$ cat src/rtl/decode_ctrl_pkg.sv
// rtl/decode_ctrl_pkg.sv - opcodes, control bit indices, FSM states for the decode stage
package decode_ctrl_pkg;

    localparam int OPC_W = 5;

    localparam logic [OPC_W-1:0] OP_LDM  = 5'b00111;
    localparam logic [OPC_W-1:0] OP_STD  = 5'b01110;
    localparam logic [OPC_W-1:0] OP_LDD  = 5'b01111;
    localparam logic [OPC_W-1:0] OP_PUSH = 5'b01100;
    localparam logic [OPC_W-1:0] OP_POP  = 5'b01101;

    localparam int CB_MEM_RD = 0;
    localparam int CB_MEM_WR = 1;
    localparam int CB_PUSH   = 2;
    localparam int CB_POP    = 3;
    localparam int CB_LDD    = 4;
    localparam int CB_STD    = 5;
    localparam int CB_IMM    = 6;
    localparam int CB_WB     = 7;

    typedef enum logic {
        S_OP,
        S_IMM
    } state_e;

    // Opcodes whose following fetch word is an immediate rather than an instruction
    function automatic logic is_two_word(input logic [OPC_W-1:0] op);
        return (op == OP_LDM) || (op == OP_STD) || (op == OP_LDD);
    endfunction

endpackage

$ cat src/rtl/decode_ctrl_comb.sv
// rtl/decode_ctrl_comb.sv - combinational opcode to 8-bit control vector decoder
module decode_ctrl_comb
    import decode_ctrl_pkg::*;
(
    input  logic [OPC_W-1:0] op,
    output logic [7:0]       ctrl
);

    logic g;

    // Stack/memory group is opcodes 011xx; remaining bits come from opcode sets
    always_comb begin
        g               = (op[4:2] == 3'b011);
        ctrl            = '0;
        ctrl[CB_MEM_RD] = g & op[0];
        ctrl[CB_MEM_WR] = g & ~op[0];
        ctrl[CB_PUSH]   = g & ~op[1] & ~op[0];
        ctrl[CB_POP]    = g & ~op[1] & op[0];
        ctrl[CB_LDD]    = g & op[1] & op[0];
        ctrl[CB_STD]    = g & op[1] & ~op[0];
        ctrl[CB_IMM]    = op inside {5'b00001, 5'b11111, 5'b11101, 5'b00011,
                                     5'b11100, 5'b00111, 5'b10100, 5'b10101};
        ctrl[CB_WB]     = (op[4:3] == 2'b10) ||
                          (op inside {5'b01101, 5'b01111, 5'b00101,
                                      5'b00111, 5'b00010, 5'b00000});
    end

endmodule

$ cat src/rtl/decode_ctrl_seq.sv
// rtl/decode_ctrl_seq.sv - decode stage with immediate capture, output register and retire counter
module decode_ctrl_seq
    import decode_ctrl_pkg::*;
#(
    parameter int INSTR_W = 16,
    parameter int OPC_MSB = 15,
    parameter int CTRL_W  = 8,
    parameter int CNT_W   = 16
) (
    input  logic               clk,
    input  logic               rst,
    input  logic               flush,
    input  logic               in_valid,
    output logic               in_ready,
    input  logic [INSTR_W-1:0] in_word,
    output logic               out_valid,
    input  logic               out_ready,
    output logic [CTRL_W-1:0]  out_ctrl,
    output logic [INSTR_W-1:0] out_instr,
    output logic [INSTR_W-1:0] out_imm,
    output logic               out_has_imm,
    output logic [CNT_W-1:0]   retired_cnt
);

    state_e             state_q, state_d;
    logic               out_valid_q, out_valid_d;
    logic [7:0]         out_ctrl_q, out_ctrl_d;
    logic [INSTR_W-1:0] out_instr_q, out_instr_d;
    logic [INSTR_W-1:0] out_imm_q, out_imm_d;
    logic               out_has_imm_q, out_has_imm_d;
    logic [INSTR_W-1:0] pend_instr_q, pend_instr_d;
    logic [7:0]         pend_ctrl_q, pend_ctrl_d;
    logic [CNT_W-1:0]   cnt_q, cnt_d;

    logic [OPC_W-1:0]   op;
    logic [7:0]         dec_ctrl;
    logic               accept;
    logic               consume;

    assign op = in_word[OPC_MSB -: OPC_W];

    decode_ctrl_comb u_dec (
        .op   (op),
        .ctrl (dec_ctrl)
    );

    assign in_ready = ~rst & ~flush & (~out_valid_q | out_ready);
    assign accept   = in_valid & in_ready;
    assign consume  = out_valid_q & out_ready;

    // Next-state: retire/consume first, then flush override, then word acceptance
    always_comb begin
        state_d       = state_q;
        out_valid_d   = out_valid_q;
        out_ctrl_d    = out_ctrl_q;
        out_instr_d   = out_instr_q;
        out_imm_d     = out_imm_q;
        out_has_imm_d = out_has_imm_q;
        pend_instr_d  = pend_instr_q;
        pend_ctrl_d   = pend_ctrl_q;
        cnt_d         = cnt_q;

        if (consume) begin
            out_valid_d = 1'b0;
            if (~&cnt_q) begin
                cnt_d = cnt_q + 1'b1;
            end
        end

        if (flush) begin
            state_d     = S_OP;
            out_valid_d = 1'b0;
            cnt_d       = cnt_q;
        end else if (accept) begin
            unique case (state_q)
                S_OP: begin
                    if (is_two_word(op)) begin
                        pend_instr_d = in_word;
                        pend_ctrl_d  = dec_ctrl;
                        state_d      = S_IMM;
                    end else begin
                        out_valid_d   = 1'b1;
                        out_ctrl_d    = dec_ctrl;
                        out_instr_d   = in_word;
                        out_imm_d     = '0;
                        out_has_imm_d = 1'b0;
                    end
                end
                S_IMM: begin
                    out_valid_d   = 1'b1;
                    out_ctrl_d    = pend_ctrl_q;
                    out_instr_d   = pend_instr_q;
                    out_imm_d     = in_word;
                    out_has_imm_d = 1'b1;
                    state_d       = S_OP;
                end
                default: state_d = S_OP;
            endcase
        end
    end

    // State and output register; reset clears every visible field
    always_ff @(posedge clk) begin
        if (rst) begin
            state_q       <= S_OP;
            out_valid_q   <= 1'b0;
            out_ctrl_q    <= '0;
            out_instr_q   <= '0;
            out_imm_q     <= '0;
            out_has_imm_q <= 1'b0;
            pend_instr_q  <= '0;
            pend_ctrl_q   <= '0;
            cnt_q         <= '0;
        end else begin
            state_q       <= state_d;
            out_valid_q   <= out_valid_d;
            out_ctrl_q    <= out_ctrl_d;
            out_instr_q   <= out_instr_d;
            out_imm_q     <= out_imm_d;
            out_has_imm_q <= out_has_imm_d;
            pend_instr_q  <= pend_instr_d;
            pend_ctrl_q   <= pend_ctrl_d;
            cnt_q         <= cnt_d;
        end
    end

    assign out_valid   = out_valid_q;
    assign out_ctrl    = CTRL_W'(out_ctrl_q);
    assign out_instr   = out_instr_q;
    assign out_imm     = out_imm_q;
    assign out_has_imm = out_has_imm_q;
    assign retired_cnt = cnt_q;

endmodule

$ cat config.mk
export PLATFORM = sky130hd
export DESIGN_NAME = decode_ctrl_seq
export DESIGN_NICKNAME = d
export VERILOG_FILES = /design/src/rtl/decode_ctrl_pkg.sv /design/src/rtl/decode_ctrl_comb.sv /design/src/rtl/decode_ctrl_seq.sv
export SDC_FILE = /design/constraint.sdc
export NUM_CORES = 1
export LEC_CHECK = 0
export ABC_AREA = 0
export ABC_CLOCK_PERIOD_IN_PS = 2000
export BUFFER_PORTS_ARGS = -buffer_cell sky130_fd_sc_hd__buf_4
export CAP_MARGIN = 20
export CORE_UTILIZATION = 48
export CTS_CLUSTER_DIAMETER = 120
export DETAILED_ROUTE_END_ITERATION = 8
export GPL_TIMING_DRIVEN = 0
export PLACE_DENSITY_LB_ADDON = 0.08
export SYNTH_ARGS = -nofsm -noshare
export SYNTH_HDL_FRONTEND = slang
export SYNTH_SLANG_ARGS = --single-unit
$ cat constraint.sdc
create_clock -name clk -period 2 [get_ports clk]
set_input_delay 0.4 -clock clk [delete_from_list [all_inputs] [get_ports clk]]
set_output_delay 0.4 -clock clk [all_outputs]
set_load 0.01 [all_outputs]
Yosys cells after proc, flatten, opt, wreduce, memory -nomap -nowiden
Index checks and enable logic that the tools add are counted.
- register bits after elaboration: 83
- word-level logic and storage cells: 71
- $add $sub $neg: 1
- equal/unequal tests: 16
- muxes and demuxes: 14
- bitwise gates (word level): 20
- reductions and logical operators: 11
- operator list (cell ; number):
    16-bit one-hot mux with 2 select lines ; 2
    16-bit two-way mux ; 2
    5-bit equality test (second input constant) ; 5
    16-bit by 1-bit adder with 16-bit output (second input constant) ; 1
    8-bit one-hot mux with 2 select lines ; 1
    16-bit AND reduction ; 1
    5-bit by 4-bit equality test with 1-bit output (second input constant) ; 3
    1-bit AND ; 12
    5-bit by 2-bit equality test with 1-bit output (second input constant) ; 2
    5-bit by 3-bit equality test with 1-bit output (second input constant) ; 2
    8-bit two-way mux ; 1
    8-bit nonzero test ; 1
    1-bit inverter ; 7
    1-bit one-hot mux with 2 select lines ; 3
    3-bit AND reduction ; 2
    6-bit nonzero test ; 1
    5-bit by 1-bit equality test with 1-bit output (second input constant) ; 1
    5-bit logical NOT ; 1
    1-bit two-way mux ; 5
    4-bit AND reduction ; 1
    3-bit by 2-bit equality test with 1-bit output (second input constant) ; 1
    1-bit logical OR ; 3
    2-bit equality test (second input constant) ; 1
    2-bit != test (second input constant) ; 1
    other kinds (2) ; 2

Depth between registers and ports, before layout
- depth after elaboration: 6
- mapped depth: 7
- mapped depth without buffers: 5

Hierarchy
A second synthesis with hierarchy kept.
- cells, all modules: 426
- area, all modules: 3674.8 um2
- by module, submodules not included (module ; instances ; cells an instance ; area an instance (um2) ; sequential area each (um2)):
    decode_ctrl_seq ; 1 ; 409 ; 3559.7 ; 1661.6
    decode_ctrl_comb ; 1 ; 17 ; 115.1 ; 0.0

Worst setup path before layout
Ideal clock, no wire load.
- path type: register to register
- start point: reg cnt_q[0] (netlist: retired_cnt[0])
- end point: reg cnt_q[12] (netlist: retired_cnt[12])
- library setup time: 0.070 ns
- arrival: 1.965 ns
- slack: -0.035 ns
- cell stages (with the launch flop): 7
- buffers on the path: 1
- clock period less this slack: 2.035 ns
- cells stage by stage: dfxtp_1 > ha_1 > nand4b_1 > or4_1 > buf_2 > or4_1 > a21oi_1
- longest elaborated chain between the ends: 3
- elaborated cells between the ends (all ways): 4
- RTL lines (item ; line ; source):
    start: declaration ; decode_ctrl_seq.sv:33 ; logic [CNT_W-1:0] cnt_q, cnt_d;
    start signal: assignment ; decode_ctrl_seq.sv:123 ; cnt_q <= cnt_d;
    branches (longest 3 deep; another with 16-bit by 1-bit adder with 16-bit output) ; n/a ;
Several ways; the timed one is not identified.
A chain may end at the register's enable or synchronous reset.

Worst setup path after layout
- start point: reg cnt_q[0] (netlist: retired_cnt[0])
- end point: reg cnt_q[2] (netlist: retired_cnt[2])
Same word-level chain as after synthesis.

==> summary.txt <==
Clock network
  • Clock Sinks: 83
  • Clock tree buffer depth: 2
  • Clk_lat worst skew: approximately 0.35 ns
  • Hold Buf Count CTS: 0
  • Num CTS Buffers: 9
  • H-tree depth: 3
  • Clock root cell: clkbuf_8
  • CTS clock-pin slew for the worst setup and hold paths: 0.09 ns
  • CTS tree: done

Finish
  • Antenna Cells: 0
  • Fin area: 0.00460 mm2
  • Non-Filler Instances: 590
  • Layout area overhead: 31.8%
  • Number of fill cells in the layout: 616
  • Ratio of cells with drive above 1 in the final layout: slightly below 30%
  • Fin nets: between 500 and 600

Place
  • Post-DP HPWL: approximately 6.8 mm
  • Port Buffers: 77
  • GPL Wtd Cong: 0.829
  • Cell Area, Placed: between 0.004 and 0.005 mm2
  • # placed instances: around 570

Pwr
  • Lkg Pwr: 1.70 nW
  • Pwr per Cell Area: between 700 and 800 mW/mm2
  • Worst vdd ir: 443 uV

Yosys
  • Synth area leaders: dfxtp_1, nor2_1, a21oi_1, a211oi_1, mux2i_1
  • Post-synth top flop: dfxtp_1
  • Netlist Area Pre-Place: around 0.0035 mm2
  • Area leader, netlist: dfxtp_1
  • Share of the synthesized area in the top cell type: 47.6%
  • Synthesized area per cell: 8.90 um2
  • Syn_nets: 414
  • EDFF count, synth: 0
  • Netlist cell types: between 50 and 60
  • Synth async-reset ratio: 0%
  • Ys Warns: 0
  • Register area share after synthesis: 47.6%
  • Synth cell count leaders: dfxtp_1, nor2_1, a21oi_1
  • Cell count after synthesis: just under 400
  • Most instantiated library cell after synthesis: dfxtp_1
  • Seq cells post-synth: 83

STA
  • Final period util: around 98%
  • FMAX: around 510 MHz
  • Final Hold Fails: 0
  • Max-slew violations: 0
  • Final setup fails: 0
  • Setup tns final: 0 ns
  • Least-Margin Pin Slew: 0.787 ns
  • RSZ-0062 raised after global routing: yes
  • Fin crit period: between 1.5 and 2 ns
  • Hold WS: 0.303 ns
  • Skew final: 0.0110 ns
  • Max-Slew Margin vs Limit: ~48%

Critical path
  • WP buf/inv: 8
  • Critical path capture point type: flip-flop
  • Slowest cell on the critical path: dfxtp_2
  • Worst Path Max Fanout: 3
  • CP top delay family: buffers and inverters
  • CP cell instances: ha_4, nand4b_1, buf_4, buf_4, buf_4, buf_4, buf_4, buf_4, buf_4, buf_4, a211oi_2
  • Worst r2r src: retired_cnt[0]
  • Worst EP required: between 2 and 2.5 ns
  • Most numerous cell on the critical path: buf_4
  • Critical path launch point type: flip-flop
  • Crit Path Class: reg2reg
  • WP data arrival: between 2 and 2.5 ns
  • Crit-path max cell delay: approximately 0.37 ns
  • Crit path launch: retired_cnt[0]

Global route
  • GRT Total Usage: 27.6%
  • Largest net degree at the start of global routing: 15
  • First-pass GRT wire length: 16.1 mm
  • Initial antenna violation count: 0
  • Number of global-route vias before repair: 3239
  • Global route overflow: 0

Route
  • Final Routed Wirelength: between 9 and 10 mm
  • Detail Route Antenna Nets: 0
  • DR pass1 iterations: 5
  • Total number of vias: between 3000 and 4000
  • DRC viols: 0
  • Routed wire per std cell: 16.9 um
  • Drt via density: slightly below 6
  • DR iter-0 viols: between 150 and 200

Floorplan
  • Starting Density: between 50% and 60%
  • # rows: 30
  • Die footprint: between 0.007 and 0.008 mm2
  • I/O pin cnt: 80
  • CORE AREA: ~0.007 mm2
  • Die Y-Extent: approximately 87 um
  • Die X: between 80 and 90 um

Hold path
  • Worst Hold Class: in2reg
  • Hold Crit Start: in_word[6]

Status
  • Status: finished clean

Flow run
  • MaxCap Viol Count: 0
[cell type report]
| type | instances | area (um2) | share of cell area [%] |
|---|---|---|---|
| Timing Repair Buffer | 89 | 668 | 14.5 |
| Sequential cell | 83 | 1670 | 36.2 |
| Clock buffer | 10 | 128 | 2.78 |
| Multi-Input combinational cell | 271 | 1770 | 38.5 |
| Tap cell | 96 | 120 | 2.61 |
| Buffer | 29 | 134 | 2.91 |
| Inverter | 6 | 22.5 | 0.490 |
| Clock inverter | 6 | 90.1 | 1.96 |
[cells in the final DEF (no fill, tap or decap), types with 4 or more instances in the layout]
master	count
buf_4	89
dfxtp_1	79
nor2_1	49
a21oi_1	32
a211oi_1	20
nand3_1	19
o21ai_0	18
a22oi_1	18
clkbuf_1	17
nand2_1	16
mux2i_1	15
clkbuf_8	9
nor2b_1	7
nor3_1	7
inv_1	6
clkbuf_2	6
o31ai_1	5
or2_2	4
or3_1	4
buf_2	4
nor3b_1	4
dfxtp_2	4
[worst min-delay path: cells and delay by family]
family | cells | cell delay (ns)
AO/OA/AOI/OAI | 1 | 0.06
AND/OR/NAND/NOR | 1 | 0.07
buffers and inverters | 1 | 0.09
[flip-flops by register name, summed over array words and instances, names as in the netlist]
| name | flops |
|---|---|
| state_q | 1 |
| out_instr | 16 |
| pend_instr_q | 16 |
| out_imm | 16 |
| out_has_imm | 1 |
| pend_ctrl_q | 8 |
| retired_cnt | 16 |
| out_ctrl | 8 |
| out_valid | 1 |
[layer usage]
layer  track usage, %  wire length, um
met5                0                0
met4             10.4              184
met3             4.74              572
met2             44.5             4760
met1             36.9             4470
[worst paths after layout]
check	slack [ns]	depth (start not counted)	end
worst min-delay path	0.30	3	out_imm[6]
worst max-delay path	0.04	11	retired_cnt[2]
worst max register to register	0.04	11	retired_cnt[2]
worst min register to register	0.48	2	out_ctrl[7]
[repair_timing]
| action | CTS | global route |
|---|---|---|
| endpoints found under the hold margin | 0 | 0 |
| pin swaps | 5 | 5 |
| gates resized for setup | 14 | 21 |
| endpoints found under the setup margin | 50 | 47 |
| setup buffers | 12 | 0 |
[through the flow]
stage / utilization, % / total power [W] / worst slack, ns
2_1_floorplan: - / 0.00186 / 0.0261
3_3_place_gp: 60.7 / 0.00198 / -0.470
3_5_place_dp: 60.8 / 0.00198 / -0.327
4_1_cts: 65.9 / 0.00327 / -0.00272
5_1_grt: 66.6 / 0.00339 / -0.00727
6_report: 66.6 / 0.00327 / 0.0367
[kinds of logic after synthesis]
kind of cell | after synthesis | share of synthesized area (%)
DFF | 83 | 47.6
and+or+nand+nor | 135 | 20.1
muxes | 17 | 4.95
buffers and inverters | 38 | 4.56
AOI/OAI and AO/OA | 118 | 22.4
adders and majority gates | 1 | 0.359
[report_power, final]
part | internal, W | total, W | switching [W] | leakage (nW)
Sequential | 0.00168 | 0.00169 | 0.0000132 | 0.673
Clock | 0.000706 | 0.00132 | 0.000611 | 0.106
Combinational | 0.000104 | 0.000262 | 0.000159 | 0.925
Total | 0.00249 | 0.00327 | 0.000783 | 1.70
(Power assumes the default switching activity.)
